<file path="src/rtl/multicycle_controller_pkg.sv">
// Shared encodings for the multicycle controller: states, opcodes, mux selects.
package multicycle_controller_pkg;

  localparam int unsigned OP_W    = 7;
  localparam int unsigned STATE_W = 4;
  localparam int unsigned SEL_W   = 2;

  // Controller states; codes 11-15 are unused and recover to FETCH.
  typedef enum logic [STATE_W-1:0] {
    S_FETCH    = 4'd0,
    S_DECODE   = 4'd1,
    S_MEMADR   = 4'd2,
    S_MEMREAD  = 4'd3,
    S_MEMWB    = 4'd4,
    S_MEMWRITE = 4'd5,
    S_EXECUTER = 4'd6,
    S_ALUWB    = 4'd7,
    S_EXECUTEI = 4'd8,
    S_JAL      = 4'd9,
    S_BEQ      = 4'd10
  } state_t;

  // Opcodes, shared with the single-cycle main decoder.
  localparam logic [OP_W-1:0] OP_LW    = 7'b0000011;
  localparam logic [OP_W-1:0] OP_SW    = 7'b0100011;
  localparam logic [OP_W-1:0] OP_RTYPE = 7'b0110011;
  localparam logic [OP_W-1:0] OP_ITYPE = 7'b0010011;
  localparam logic [OP_W-1:0] OP_JAL   = 7'b1101111;
  localparam logic [OP_W-1:0] OP_BEQ   = 7'b1100011;

  // ALU-decoder class handed to the external ALU decoder.
  localparam logic [SEL_W-1:0] ALUOP_ADD   = 2'b00;
  localparam logic [SEL_W-1:0] ALUOP_SUB   = 2'b01;
  localparam logic [SEL_W-1:0] ALUOP_FUNCT = 2'b10;

  // Result mux select.
  localparam logic [SEL_W-1:0] RES_ALUOUT    = 2'b00;
  localparam logic [SEL_W-1:0] RES_DATA      = 2'b01;
  localparam logic [SEL_W-1:0] RES_ALURESULT = 2'b10;

  // Immediate format select.
  localparam logic [SEL_W-1:0] IMM_I = 2'b00;
  localparam logic [SEL_W-1:0] IMM_S = 2'b01;
  localparam logic [SEL_W-1:0] IMM_B = 2'b10;
  localparam logic [SEL_W-1:0] IMM_J = 2'b11;

  // ALU operand selects.
  localparam logic [SEL_W-1:0] SRCA_PC    = 2'b00;
  localparam logic [SEL_W-1:0] SRCA_OLDPC = 2'b01;
  localparam logic [SEL_W-1:0] SRCA_RD1   = 2'b10;
  localparam logic [SEL_W-1:0] SRCB_RD2   = 2'b00;
  localparam logic [SEL_W-1:0] SRCB_IMM   = 2'b01;
  localparam logic [SEL_W-1:0] SRCB_FOUR  = 2'b10;

  // Per-state control bundle produced by mc_state_outputs.
  typedef struct packed {
    logic             pcupdate;
    logic             branch;
    logic             adrsrc;
    logic             irwrite;
    logic             memwrite;
    logic             regwrite;
    logic [SEL_W-1:0] alusrca;
    logic [SEL_W-1:0] alusrcb;
    logic [SEL_W-1:0] resultsrc;
    logic [SEL_W-1:0] aluop;
  } ctrl_t;

  // Immediate format depends only on the opcode, independent of state.
  function automatic logic [SEL_W-1:0] imm_decode(input logic [OP_W-1:0] op);
    logic [SEL_W-1:0] imm;
    imm = IMM_I;
    case (op)
      OP_SW:   imm = IMM_S;
      OP_BEQ:  imm = IMM_B;
      OP_JAL:  imm = IMM_J;
      default: imm = IMM_I;
    endcase
    return imm;
  endfunction

endpackage

</file>
<file path="src/rtl/multicycle_controller_state_outputs.sv">
// Moore output decode: maps the current state to the control bundle.
module mc_state_outputs
  import multicycle_controller_pkg::*;
(
  input  state_t state,
  input  logic   mem_ready,
  output ctrl_t  ctrl
);

  // Per-state control values; anything not listed stays deasserted.
  always_comb begin
    ctrl = '0;
    case (state)
      S_FETCH: begin
        // IR and PC load only once the fetch completes, so a stall never
        // advances the PC.
        ctrl.adrsrc    = 1'b0;
        ctrl.irwrite   = mem_ready;
        ctrl.alusrca   = SRCA_PC;
        ctrl.alusrcb   = SRCB_FOUR;
        ctrl.aluop     = ALUOP_ADD;
        ctrl.resultsrc = RES_ALURESULT;
        ctrl.pcupdate  = mem_ready;
      end
      S_DECODE: begin
        ctrl.alusrca = SRCA_OLDPC;
        ctrl.alusrcb = SRCB_IMM;
      end
      S_MEMADR: begin
        ctrl.alusrca = SRCA_RD1;
        ctrl.alusrcb = SRCB_IMM;
      end
      S_MEMREAD: begin
        ctrl.adrsrc = 1'b1;
      end
      S_MEMWB: begin
        ctrl.resultsrc = RES_DATA;
        ctrl.regwrite  = 1'b1;
      end
      S_MEMWRITE: begin
        // Held for the whole stall until memory accepts the write.
        ctrl.adrsrc   = 1'b1;
        ctrl.memwrite = 1'b1;
      end
      S_EXECUTER: begin
        ctrl.alusrca = SRCA_RD1;
        ctrl.alusrcb = SRCB_RD2;
        ctrl.aluop   = ALUOP_FUNCT;
      end
      S_EXECUTEI: begin
        ctrl.alusrca = SRCA_RD1;
        ctrl.alusrcb = SRCB_IMM;
        ctrl.aluop   = ALUOP_FUNCT;
      end
      S_ALUWB: begin
        ctrl.resultsrc = RES_ALUOUT;
        ctrl.regwrite  = 1'b1;
      end
      S_JAL: begin
        ctrl.alusrca  = SRCA_OLDPC;
        ctrl.alusrcb  = SRCB_FOUR;
        ctrl.pcupdate = 1'b1;
      end
      S_BEQ: begin
        ctrl.alusrca = SRCA_RD1;
        ctrl.alusrcb = SRCB_RD2;
        ctrl.aluop   = ALUOP_SUB;
        ctrl.branch  = 1'b1;
      end
      default: ctrl = '0;
    endcase
  end

endmodule

</file>
<file path="src/rtl/multicycle_controller.sv">
// Multicycle RISC-V control FSM: state register, next-state decode and
// reset gating of the write strobes.
module multicycle_controller
  import multicycle_controller_pkg::*;
(
  input  logic             clk,
  input  logic             rst,
  input  logic [OP_W-1:0]  op,
  input  logic             zero,
  input  logic             mem_ready,
  output logic             pcwrite,
  output logic             adrsrc,
  output logic             irwrite,
  output logic             memwrite,
  output logic             regwrite,
  output logic [SEL_W-1:0] alusrca,
  output logic [SEL_W-1:0] alusrcb,
  output logic [SEL_W-1:0] resultsrc,
  output logic [SEL_W-1:0] aluop,
  output logic [SEL_W-1:0] immsrc,
  output logic             illegal,
  output logic [STATE_W-1:0] state_dbg
);

  state_t state;
  state_t state_next;
  ctrl_t  ctrl;
  logic   illegal_c;

  // State register; reset overrides any stall or in-flight instruction.
  always_ff @(posedge clk) begin
    if (rst) begin
      state <= S_FETCH;
    end else begin
      state <= state_next;
    end
  end

  // Next-state decode plus the unsupported-opcode flag raised in DECODE.
  always_comb begin
    state_next = S_FETCH;
    illegal_c  = 1'b0;
    case (state)
      S_FETCH:    state_next = mem_ready ? S_DECODE : S_FETCH;
      S_DECODE: begin
        case (op)
          OP_LW, OP_SW: state_next = S_MEMADR;
          OP_RTYPE:     state_next = S_EXECUTER;
          OP_ITYPE:     state_next = S_EXECUTEI;
          OP_JAL:       state_next = S_JAL;
          OP_BEQ:       state_next = S_BEQ;
          default: begin
            state_next = S_FETCH;
            illegal_c  = 1'b1;
          end
        endcase
      end
      S_MEMADR:   state_next = (op == OP_LW) ? S_MEMREAD : S_MEMWRITE;
      S_MEMREAD:  state_next = mem_ready ? S_MEMWB : S_MEMREAD;
      S_MEMWRITE: state_next = mem_ready ? S_FETCH : S_MEMWRITE;
      S_MEMWB:    state_next = S_FETCH;
      S_EXECUTER: state_next = S_ALUWB;
      S_EXECUTEI: state_next = S_ALUWB;
      S_JAL:      state_next = S_ALUWB;
      S_ALUWB:    state_next = S_FETCH;
      S_BEQ:      state_next = S_FETCH;
      default:    state_next = S_FETCH;
    endcase
  end

  // Per-state control values.
  mc_state_outputs u_state_outputs (
    .state     (state),
    .mem_ready (mem_ready),
    .ctrl      (ctrl)
  );

  // Write strobes are killed while reset is held so an abandoned
  // instruction cannot touch architectural state.
  assign pcwrite   = ~rst & (ctrl.pcupdate | (ctrl.branch & zero));
  assign irwrite   = ~rst & ctrl.irwrite;
  assign memwrite  = ~rst & ctrl.memwrite;
  assign regwrite  = ~rst & ctrl.regwrite;
  assign illegal   = ~rst & illegal_c;

  assign adrsrc    = ctrl.adrsrc;
  assign alusrca   = ctrl.alusrca;
  assign alusrcb   = ctrl.alusrcb;
  assign resultsrc = ctrl.resultsrc;
  assign aluop     = ctrl.aluop;
  assign immsrc    = imm_decode(op);
  assign state_dbg = STATE_W'(state);

endmodule

</file>
<file path="config.mk">
export PLATFORM = sky130hd
export DESIGN_NAME = multicycle_controller
export DESIGN_NICKNAME = d
export VERILOG_FILES = /design/src/rtl/multicycle_controller_pkg.sv /design/src/rtl/multicycle_controller_state_outputs.sv /design/src/rtl/multicycle_controller.sv
export SDC_FILE = /design/constraint.sdc
export NUM_CORES = 1
export LEC_CHECK = 0
export ABC_AREA = 1
export ABC_CLOCK_PERIOD_IN_PS = 2200
export BUFFER_PORTS_ARGS = -buffer_cell sky130_fd_sc_hd__buf_2
export CAP_MARGIN = 0
export CORE_AREA = 2 2 39 41
export DETAILED_ROUTE_END_ITERATION = 10
export DIE_AREA = 0 0 41 43
export GPL_TIMING_DRIVEN = 0
export PLACE_DENSITY = 0.72
export SETUP_SLACK_MARGIN = 0.5
export SYNTH_ARGS = -nofsm -noshare
export SYNTH_HDL_FRONTEND = slang
export SYNTH_SLANG_ARGS = --single-unit
</file>
<file path="constraint.sdc">
create_clock -name clk -period 2.2 [get_ports clk]
set_input_delay 0.11 -clock clk [delete_from_list [all_inputs] [get_ports clk]]
set_output_delay 0.11 -clock clk [all_outputs]
set_load 0.02 [all_outputs]
</file>
## After elaboration in Yosys (flattened, before gate mapping)

Cells that the tools add are included.

- Bits in registers: 4
- Input port bits: 11
- Logic and storage cells: 52

- Equal/unequal tests: 16
- Mux-type cells: 18
- Bitwise gates (word level): 8
- Reduce and logical (&&, ||, !) cells: 9

Operators with widths:

| cell | number |
|---|---|
| 4-bit one-hot mux with 5 select lines | 2 |
| 4-bit one-hot mux with 6 select lines | 1 |
| 4-bit by 3-bit == test with 1-bit output (second input constant) | 4 |
| 7-bit by 6-bit == test with 1-bit output (second input constant) | 2 |
| 7-bit == test (second input constant) | 2 |
| 4-bit == test (second input constant) | 3 |
| 2-bit OR reduction | 6 |
| 3-bit 2-to-1 mux | 3 |
| 4-bit by 2-bit == test with 1-bit output (second input constant) | 2 |
| 1-bit 2-to-1 mux | 8 |
| 2-bit one-hot mux with 2 select lines | 2 |
| 7-bit by 2-bit == test with 1-bit output (second input constant) | 1 |
| 7-bit by 5-bit == test with 1-bit output (second input constant) | 1 |
| 1-bit bitwise AND | 6 |
| 2-bit one-hot mux with 3 select lines | 1 |
| 6-bit OR reduction | 1 |
| 4-bit by 1-bit == test with 1-bit output (second input constant) | 1 |
| 4-bit zero test | 1 |
| 3-bit OR reduction | 1 |
| 1-bit one-hot mux with 2 select lines | 1 |
| 1-bit inverter | 1 |
| 1-bit OR | 1 |

## Longest topological paths before layout

- Word-level depth: 5
- Mapped depth: 9

## Hierarchy

A second synthesis with hierarchy kept.

- Cells, all modules: 117
- Area total of the unflattened synthesis: 614.3 µm²

By module, submodules not included:

| module | times used | cells each | area each (µm²) | sequential area each (µm²) |
|---|---|---|---|---|
| multicycle_controller | 1 | 80 | 445.4 | 80.1 |
| mc_state_outputs | 1 | 37 | 168.9 | 0.0 |

## Worst setup path before layout

No wires, ideal clock.

- Path kind: register to output
- Start: register state[0] (netlist: state_dbg[0])
- End: output illegal
- Arrival: 1,544 ps
- Required time: 2,090 ps
- Path slack: 546 ps
- Cell stages (with the launch flop): 5
- Path buffers: 0
- Cell sequence: dfxtp_1 > inv_2 > nor2_4 > nand2_4 > nor4_1

- Cells in the longest elaborated chain, start to end: 3

RTL lines:

| item | line | source |
|---|---|---|
| start, declared | multicycle_controller.sv:25 | `state_t state;` |
| start signal, assigned | multicycle_controller.sv:35 | `state <= state_next;` |
| 4-bit by 1-bit == test with 1-bit output | multicycle_controller.sv:43 | `case (state)` |
| 1-bit 2-to-1 mux | multicycle_controller.sv:43 |  |
| 1-bit bitwise AND | multicycle_controller.sv:84 | `assign illegal = ~rst & illegal_c;` |
| end, declared | multicycle_controller.sv:21 | `output logic illegal,` |

No other way between the ends.

## Final worst setup path

- Start: register state[3] (netlist: state_dbg[3])
- End: output pcwrite

- Cells in the longest elaborated chain, start to end: 5
- Elaborated cells between the ends (all ways): 8
- Those cells by class: eq/ne (2); mux (2); bitwise (3); reduce/logical (1)

RTL lines:

| item | line | source |
|---|---|---|
| 4-bit == test | multicycle_controller_state_outputs.sv:13 | `case (state)` |
| 1-bit 2-to-1 mux | multicycle_controller_state_outputs.sv:13 |  |
| 1-bit bitwise AND | multicycle_controller.sv:80 | `assign pcwrite = ~rst & (ctrl.pcupdate \| (ctrl.branch & zero));` |
| 1-bit OR * | multicycle_controller.sv:80 |  |
| 1-bit bitwise AND * | multicycle_controller.sv:80 |  |
| end, declared | multicycle_controller.sv:11 | `output logic pcwrite,` |

Mark *: on every way between the ends. The rest lies on a longest branch, timed or not.

==> flow_summary_export.csv <==
group,metric,value,unit
floorplanning,die_x,41,um
grt,grt_pass1_wl,2050,um
grt,grtUsageTotal,16.0,%
critical_path,path_cells,"inv_1, nor2_2, inv_1, nor2_4, nand2_1, a31oi_1, buf_2",
floorplanning,start_util,37.0,%
min_path,hold_class,"in -> reg",
sta,fmax,648,MHz
sta,fin_tns_setup,0,ps
critical_path,cp_slowest_cell,"dfxtp_1",
clock_tree,clkLatencyLatePin,230,ps
cells_and_area,regArea,82.6,sq um
placement,dp_cells,142,
cells_and_area,diodes,0,
sta,period_minus_slack,1540,ps
power,power_frac_comb,29.1,%
critical_path,r2r-start,"state_dbg[2]$_SDFF_PP0_",
logic_synthesis,synth_cell_type_count,20,
power,p_clk_share,37.1,%
cells_and_area,multiInputGateArea,360,sq um
critical_path,startpoint_type,"flop",
clock_tree,cts_resized,0,
power,power_density,324,nW/um^2
clock_tree,cts_htree_levels,1,
placement,portBuffers,30,
routing,drtPass1Iterations,3,
clock_tree,cts_tree,"built",
min_path,hp-start,"rst",
logic_synthesis,synth_area,512,sq um
logic_synthesis,netlist_instances,96,
placement,gp_congestion,0.823,
placement,hpwlAfterDp,1110,um
power,vdd_drop_max,0.230,mV
routing,routed_wl,1250,um
critical_path,end_kind,"output pin",
critical_path,critPathArrivalTime,1430,ps
critical_path,cp_common_cell,"inv_1",
sta,tightest_slew,306,ps
power,p_sw,0.0701,mW
cells_and_area,fill_cells,158,
sta,finalHoldViolations,0,
routing,drc,0,
floorplanning,die_h,43,um
clock_tree,cts_root_buffer,"clkbuf_4",
clock_tree,cts.clk_slew.worst_paths,30,ps
sta,period_share,70.1,%
clock_tree,postCtsHoldBufs,0,
routing,drtIter0Drc,2,
logic_synthesis,syn_avg_cell_area,5.33,sq um
cells_and_area,nets,142,
critical_path,cp_max_fo,5,
status,status,"finished clean",
floorplanning,die_area,1760,sq um
grt,grt_max_degree,8,
critical_path,cp.required,2090,ps
cells_and_area,largest_reg_flops,4,
floorplanning,ios,31,
power,p_int,0.159,mW
grt,antenna_found_initial,0,
clock_tree,clockBufferDepth,2,
critical_path,cp-startpoint,"state_dbg[3]$_SDFF_PP0_",
floorplanning,coreArea,1380,sq um
power,swShare,30.6,%
routing,viasPerCell,4.71,
sta,rsz0062_at_grt,"false",
cells_and_area,final_cells,145,
logic_synthesis,yosysWarnings,0,
clock_tree,post_cts_buffers,0,
sta,slew_viol_final,0,
cells_and_area,synthToLayoutAreaGrowth,38.1,%
routing,wl_per_cell,8.62,um
sta,setup_viol,0,
routing,ant_nets,0,
floorplanning,row_count,14,
power,p_leak,0.463,nW
critical_path,max_stage_delay,440,ps
critical_path,setup.worst_path.class,"reg -> out",
sta,max-slew-margin-rel,79.6,%
job,max_cap_violations,0,
logic_synthesis,synth_nets,107,
clock_tree,cts_buffers,3,
grt,grt_overflow_total,0,
clock_tree,cts.sinks,4,
cells_and_area,drive_above_1_share,37.2,%
sta,skew,1.26,ps
power,seqPwrFrac,33.8,%
logic_synthesis,synth.yosys.seq_area_share,15.6,%
routing,via_count,683,
logic_synthesis,ys_ff_latch,4,
grt,grt_pass1_vias,590,
-- routing by layer --
metal / part of all wire [%] / global-route usage (%)
met3: 6.6 / 1.57
met5: 0 / 0
met4: 0 / 6.00
met2: 50 / 27.8
met1: 43 / 18.6
-- kinds of logic after synthesis --
group	share of synthesized area [%]
and+or+nand+nor	61.9
DFF	15.6
buffers and inverters	13.9
AOI/OAI and AO/OA	8.56
-- Yosys cell counts (all sizes together) --
library cell   n  area share (%)
and3           1             1.2
o21ai          3             2.9
a31oi          1             1.2
nor3           2             2.0
nand3b         1             1.5
a21oi          3             2.9
nand4          1             1.2
nand3          9             9.8
inv           19              14
nor2          25              25
nor4           1             1.2
o211ai         1             1.5
nand2         25              20
dfxtp          4              16
-- stage by stage --
step	cell area (sq um)	hold WS [ps]	total power [mW]	setup slack, ps	util (%)
after floorplan	512	179	0.119	546	-
after global placement	682	365	0.145	851	49.3
after detailed placement	682	365	0.145	844	49.3
after CTS	704	126	0.234	598	50.9
after global routing	707	153	0.247	516	51.1
final	707	128	0.229	658	51.1
-- critical path: cells and delay by family, from the launching register on --
family	cells	cell delay, ps
compound gates	1	110
flops	1	440
buf+inv	3	370
simple gates	3	290
-- path summary, 6_finish.rpt --
check | to | slack, ps | depth (start not counted)
worst max register to register | state_dbg[2]$_SDFF_PP0_ | 950 | 7
worst max-delay path | pcwrite | 660 | 7
worst min-delay path | state_dbg[0]$_SDFF_PP0_ | 130 | 2
worst min register to register | state_dbg[3]$_SDFF_PP0_ | 730 | 6
-- power groups by stage --
stage          Combinational (mW)  Clock, mW  Sequential, mW
2_1_floorplan              0.0392          0          0.0797
3_3_place_gp               0.0662          0          0.0784
3_5_place_dp               0.0671          0          0.0783
4_1_cts                    0.0673     0.0900          0.0772
5_1_grt                    0.0757     0.0932          0.0778
6_report                   0.0667     0.0851          0.0775
-- layout by cell type, fill, tap and decap left out --
cell | netlist | layout
and3_1 | 1 | 1
nand3b_1 | 1 | 1
nand2_2 | 1 | 1
a21oi_1 | 3 | 3
nor3_1 | 2 | 2
o21ai_0 | 3 | 3
nor2_4 | 3 | 3
nor2_1 | 18 | 18
o211ai_1 | 1 | 1
dfxtp_1 | 4 | 2
nand2_4 | 1 | 1
clkbuf_4 | 0 | 3
a31oi_1 | 1 | 1
inv_1 | 16 | 16
nor2_2 | 4 | 4
nand4_1 | 1 | 1
nor4_1 | 1 | 1
nand3_2 | 1 | 1
inv_2 | 3 | 3
buf_2 | 0 | 30
nand2_1 | 23 | 23
nand3_1 | 8 | 8
dfxtp_2 | 0 | 2
-- area by class of cell --
class | instances | area share (%)
Multi-Input combinational cell | 73 | 51.0
Clock buffer | 3 | 3.19
Timing Repair Buffer | 30 | 21.2
Tap cell | 16 | 2.83
Sequential cell | 4 | 11.7
Inverter | 19 | 10.1
Power figures use the tool's default switching activity.
